File: config.mk
export PLATFORM = sky130hd
export DESIGN_NAME = gated_sr_latch_core
export DESIGN_NICKNAME = d
export VERILOG_FILES = /design/src/rtl/gated_sr_latch_core.sv
export SDC_FILE = /design/constraint.sdc
export NUM_CORES = 1
export LEC_CHECK = 0
export CORE_AREA = 2 2 39 41
export CTS_CLUSTER_SIZE = 24
export DETAILED_ROUTE_END_ITERATION = 7
export DIE_AREA = 0 0 41 43
export PLACE_DENSITY = 0.37
export RECOVER_POWER = 100
export SLEW_MARGIN = 25
export SYNTH_ARGS = -nofsm -noshare
export SYNTH_HDL_FRONTEND = slang
export SYNTH_SLANG_ARGS = --single-unit
export TNS_END_PERCENT = 100
File: constraint.sdc
create_clock -name vclk -period 0.8
set_input_delay 0.24 -clock vclk [all_inputs]
set_output_delay 0.24 -clock vclk [all_outputs]
set_load 0.03 [all_outputs]
File: src/rtl/gated_sr_latch_core.sv
// Bank of independent gated SR latches with true/complement outputs and a
// per-bit flag for the forbidden S=R=1 input, modelled on the NAND gated SR latch.
`timescale 1ns/1ps
module gated_sr_latch_core #(
    parameter int WIDTH   = 1,
    parameter bit RESET_Q = 1'b0
) (
    input  logic             CLK,
    input  logic             RESET_N,
    input  logic [WIDTH-1:0] S,
    input  logic [WIDTH-1:0] R,
    output logic [WIDTH-1:0] Q,
    output logic [WIDTH-1:0] P,
    output logic [WIDTH-1:0] INVALID
);

    genvar gi;
    generate
        for (gi = 0; gi < WIDTH; gi = gi + 1) begin : g_bit
            logic r_q;
            logic r_p;
            logic r_inv;
            logic w_forbid_now;

            // Storage only updates on an active request; S=R=0 leaves it untouched.
            always_latch begin
                if (!RESET_N) begin
                    r_q   <= RESET_Q;
                    r_p   <= ~RESET_Q;
                    r_inv <= 1'b0;
                end else if (CLK && (S[gi] || R[gi])) begin
                    r_q   <= S[gi];
                    r_p   <= R[gi];
                    r_inv <= S[gi] & R[gi];
                end
            end

            // A stored 1/1 is only visible while the gate is still open with S=R=1;
            // otherwise it resolves to Q=0, P=1.
            assign w_forbid_now = CLK & S[gi] & R[gi];
            assign Q[gi]        = r_q & ~(r_p & ~w_forbid_now);
            assign P[gi]        = r_p;
            assign INVALID[gi]  = r_inv;
        end
    endgenerate

endmodule

[Word-level counts from Yosys, hierarchy flattened]
Index checks and enable logic that the tools add are counted.
Storage, ports and cells
  register bits: 0
  latch bits: 3
  memory bits (writable): 0
  ROM bits: 0
  input port bits: 4
  logic and storage cells: 20
  memories kept: 0
Cells by class
  add/subtract/negate cells: 0
  multiply operators: 0
  div/mod/pow operators: 0
  $lt $le $gt $ge: 0
  equal/unequal tests: 0
  shift operators: 0
  mux-type cells: 8
  bitwise logic cells: 7
  reduce and logical (&&, ||, !) cells: 2
Operator list (count)
  1-bit two-way mux: 8
  1-bit bitwise AND: 5
  1-bit inverter: 2
  1-bit logical AND: 1
  1-bit logical OR: 1

[Longest topological paths before layout]
Gate-level depths: netlist of run 1.
  depth in word-level cells: 6
  mapped depth: 2

==> reports/results.txt, run 1 <==
#FFs+latches synth: 3
die area: 1760 um2
vias per cell: 2.97
hold_buf cts: 0
pwr dens: 401 nW/um2
final hold vios: 0
Post-synth EDFFs: 0
register pins left without a clock: 3
die width: 41 um
hold slack final: 0.812 ns
final worst slack: -0.0972 ns
endpoints left unconstrained: 5
CP Max Fanout: 2
Slew Viols, Final: 0
first-pass GRT wire length: 400 um
worst hold path class: in -> out
post-route insts no fill: 34
top post-synthesis cells by area: dlxtp_1 51%, a21boi_1 8.6%, and2_2 8.6%
synthesized area per cell: 8.76 um2
CP arrival: 0.66 ns
Layout area overhead: 153%
Final ANT Viol Nets: 0
antenna violations before repair: 0
Slew HR: 0.797
Worst Path Required: 0.56 ns
critical path type: in -> out
GP Congestion: 0.567
cell with the most instances after synthesis: dlxtp_1
RSZ-0062 raised after global routing: yes
placed cells: 34
Post-layout nets: 24
overall routing resource usage: 0.0301
DR pass1 iterations: 1
I/O pin count: 7
DR DRC count: 0
initial DRC count: 0
Inserted Diodes: 0
number of max-cap violations: 0
CP Capture Type: output port
fin crit period: 0.897 ns
failing checks: negative setup slack
Warnings, synthesis: 0
share of cells above drive strength 1: 0.500
Mapped Cells: 10
DP Wirelength: 178 um
critical path launch point type: input port
Post-Syn Area: 87.6 um2
wire per inst: 5.97 um
vias in the first global route: 97
number of port buffers: 7
Worst Max-Slew Pin Slew: 0.303 ns
cell taking the most area after synthesis: dlxtp_1
main flop type after synthesis: dlxtp_1
hold path start: S
FP Rows: 14
number of distinct library cells after synthesis: 8
Final setup viols: 1
CP Launch Point: CLK
Initial Utilization: 0.0633
cell leakage power: 0.0886 nW
worst-case vdd ir drop: 153 uV
Post-CTS Setup Inserts: 0
Peak Freq: 1110 MHz
core box area: 1380 um2
Die Span Y: 43 um
Setup TNS Final: -0.0972 ns
via count: 101
largest net degree at the start of global routing: 5
FFs w/ async S/R, synth: 0
top cell type's share of synthesized area: 0.514
fillcell total: 149
final WL: 203 um
status: complete, but fails checks
global route total overflow: 0
crit share post-route: 1.12
syn nets: 14
layer usage:
layer	share of wire	wire length, um	track usage	up-vias
li1	-	-	-	50
met1	0.48	98	0.0447	44
met2	0.32	64	0.0438	7
met3	0.20	41	0.0105	0
met4	0	0	0	0
met5	0	0	0	-
cells by family after synthesis:
| family | after synthesis | share of synthesized area |
|---|---|---|
| AND/OR/NAND/NOR | 5 | 0.343 |
| latches | 3 | 0.514 |
| AO/OA/AOI/OAI | 2 | 0.143 |
path summary, 6_finish.rpt:
path	to	depth (start not counted)
max	Q	4
min	Q	4
state kept, by name (all words and copies together), names as in the netlist:
| name | cells |
|---|---|
| INVALID | 1 |
| P | 1 |
| g_bit.r_q | 1 |
where the power goes:
part	internal, mW	switching (mW)	leakage (nW)
Sequential	0.0126	0.00246	0.0232
Clock	0	0	0
Combinational	0.0441	0.0296	0.0654
layout make-up:
type                       count  area, um2  share of cell area
timing repair buffer           8       90.1               0.407
tap                           16       20.0              0.0904
sequential                     3       45.0               0.203
multi-input combinational      7       66.3               0.299
placed cells by master, fill, tap and decap left out:
| cell type | n |
|---|---|
| clkdlybuf4s50_1 | 3 |
| nand2_1 | 1 |
| buf_4 | 1 |
| and2_2 | 1 |
| o21ai_0 | 1 |
| and3_2 | 1 |
| a21boi_4 | 1 |
| buf_6 | 2 |
| nand2b_1 | 1 |
| nand3_4 | 1 |
| buf_8 | 2 |
| dlxtp_1 | 3 |
per-stage QoR:
step | power [mW] | instance area [um2] | util | setup slack (ns)
final | 0.0888 | 221 | 0.160 | -0.0972
after CTS | 0.0892 | 221 | 0.160 | -0.126
after detailed placement | 0.0823 | 206 | 0.149 | -0.607
after floorplan | 0.0404 | 111 | - | 0.0143
after global placement | 0.0809 | 206 | 0.149 | -0.603
after global routing | 0.0949 | 221 | 0.160 | -0.117
critical path, cell delays in order:
cell,delay (ns)
buf_8,0.08
nand3_4,0.07
a21boi_4,0.13
buf_6,0.14
repair_timing:
action                                  4_1_cts  5_1_grt
endpoints found under the setup margin        1        1
pin swaps                                     2        1
endpoints found under the hold margin         0        0
resized for setup                            21        0
gates cloned                                  0        0
Power figures use the tool's default switching activity.
==> inputs of run 2 (changes only) <==
--- a/config.mk
+++ b/config.mk
@@ -11,7 +11,6 @@
 export DIE_AREA = 0 0 41 43
 export PLACE_DENSITY = 0.37
 export RECOVER_POWER = 100
-export SLEW_MARGIN = 25
 export SYNTH_ARGS = -nofsm -noshare
 export SYNTH_HDL_FRONTEND = slang
 export SYNTH_SLANG_ARGS = --single-unit
==> results of run 2 <==
Same layout as run 1: the final DEF is identical, and so are final timing and power.
==> inputs of run 3 (changes only) <==
--- a/config.mk
+++ b/config.mk
@@ -6,9 +6,12 @@
 export NUM_CORES = 1
 export LEC_CHECK = 0
 export CORE_AREA = 2 2 39 41
+export CTS_BUF_LIST = sky130_fd_sc_hd__clkbuf_8
 export CTS_CLUSTER_SIZE = 24
 export DETAILED_ROUTE_END_ITERATION = 7
 export DIE_AREA = 0 0 41 43
+export GPL_TIMING_DRIVEN = 0
+export HOLD_SLACK_MARGIN = 0.05
 export PLACE_DENSITY = 0.37
 export RECOVER_POWER = 100
 export SYNTH_ARGS = -nofsm -noshare
==> reports/results.txt, run 3 (synthesis results as in run 1) <==
Worst path slowest cell: buf_6
status: complete, but fails checks
wire per inst: 7.15 um (+20%)
Die Span Y: 43 um (unchanged)
commonest cells after routing, fill and taps aside: 3 x dlxtp_1, 3 x buf_8, 3 x clkdlybuf4s50_1
antenna violations before repair: 0 (unchanged)
overall routing resource usage: 0.0331 (+0.00304)
Slew HR: 0.794 (-0.00271)
Inserted Diodes: 0 (unchanged)
die area: 1760 um2 (unchanged)
DR pass1 iterations: 1 (unchanged)
crit path cell chain: buf_8, nand3_4, a21boi_4, buf_6
crit share post-route: 1.12 (+0.00222)
fillcell total: 154 (+3.4%)
Slew Viols, Final: 0 (unchanged)
endpoints left unconstrained: 5 (unchanged)
CP Max Fanout: 2 (unchanged)
GP Congestion: 0.562 (-1.0%)
dpl cell area: 201 um2 (-2.4%)
placed cells: 33 (-2.9%)
CP Launch Point: CLK
Met2 Routed Length: 107 um (+67%)
worst path bufs/invs: 2 (unchanged)
first-pass GRT wire length: 434 um (+8.5%)
final worst slack: -0.0990 ns (-0.00177 ns)
vias in the first global route: 110 (+13%)
Max stage delay on crit path: 0.14 ns (about the same)
final hold vios: 0 (unchanged)
CP Capture Type: output port
hold_buf cts: 0 (unchanged)
worst hold path class: in -> out
Post-layout nets: 24 (unchanged)
failing checks: negative setup slack
DR DRC count: 0 (unchanged)
CP endpoint: Q
pwr dens: 405 nW/um2 (+1.1%)
Top Family by Delay on Critical Path: buffers and inverters
Final setup viols: 1 (unchanged)
area of the multi-input gates: 66.3 um2 (unchanged)
core box area: 1380 um2 (unchanged)
final WL: 243 um (+20%)
final instance area: 225 um2 (+1.7%)
CP arrival: 0.66 ns (about the same)
Initial Utilization: 0.0633 (unchanged)
met1 WL: 107 um (+9.2%)
FP Rows: 14 (unchanged)
highest metal used: met3
Worst Max-Slew Pin Slew: 0.307 ns (+0.00406 ns)
cell leakage power: 0.0900 nW (+1.5%)
Routed met3 length: 28 um (-32%)
initial DRC count: 0 (unchanged)
Peak Freq: 1110 MHz (-0.20%)
worst-case vdd ir drop: 144 uV (-5.8%)
register area: 45.0 um2 (unchanged)
Final ANT Viol Nets: 0 (unchanged)
Layout area overhead: 157%
vias per cell: 2.91 (-2.0%)
RSZ-0062 raised after global routing: yes
I/O pin count: 7 (unchanged)
critical path launch point type: input port
register pins left without a clock: 3 (unchanged)
number of port buffers: 7 (unchanged)
number of max-cap violations: 0 (unchanged)
global route total overflow: 0 (unchanged)
post-route insts no fill: 34 (unchanged)
critical path type: in -> out
via count: 99 (-2.0%)
share of cells above drive strength 1: 0.500 (unchanged)
die width: 41 um (unchanged)
largest net degree at the start of global routing: 5 (unchanged)
Critical Path Stages: 4 (unchanged)
Worst Path Required: 0.56 ns (about the same)
fin crit period: 0.899 ns (+0.00177 ns)
run 3: changes by cell type in the layout (fill, tap and decap cells not counted):
cell and change:
buf_6 -1, buf_8 +1
run 3: repair_timing:
item,4_1_cts,5_1_grt
buffers inserted,1,0
resized for setup,25,2
gates cloned,0,0
pin swaps,2,1
setup endpoints to repair,1,1
hold endpoints to repair,0,0
run 3: worst min path at each step:
stage	slack, ns	end	cells past startpoint	from
3_5_place_dp	1.68	Q	4	CLK
5_1_grt	0.83	Q	4	S
6_report	0.81	Q	4	S
4_1_cts	0.83	Q	4	S
3_3_place_gp	1.68	Q	4	CLK
2_1_floorplan	0.60	Q	2	R
run 3: cell type report:
class                      instances  area share
timing repair buffer               8       0.417
multi-input combinational          7       0.294
sequential                         3       0.200
tap                               16      0.0889
run 3: through the flow:
| stage | setup slack (ns) | total power, mW | utilization | hold slack, ns | setup TNS, ns |
|---|---|---|---|---|---|
| 5_1_grt | -0.129 | 0.0975 | 0.163 | 0.832 | -0.129 |
| 4_1_cts | -0.140 | 0.0882 | 0.157 | 0.829 | -0.140 |
| 6_report | -0.0990 | 0.0913 | 0.163 | 0.813 | -0.0990 |
| 3_5_place_dp | -1.15 | 0.0801 | 0.146 | 1.68 | -1.15 |
| 2_1_floorplan | 0.0143 | 0.0404 | - | 0.600 | 0 |
| 3_3_place_gp | -1.11 | 0.0775 | 0.146 | 1.68 | -1.11 |
run 3: routing by layer:
metal,global-route usage,up-vias
met5,0,-
met4,0,0
met3,0,0
met2,0.0531,7
met1,0.0513,42
li1,-,50
run 3: where the power goes:
| part | total [mW] | internal [mW] | switching, mW | leakage, nW |
|---|---|---|---|---|
| combinational | 0.0759 | 0.0460 | 0.0299 | 0.0667 |
| clock | 0 | 0 | 0 | 0 |
| sequential | 0.0154 | 0.0126 | 0.00278 | 0.0232 |
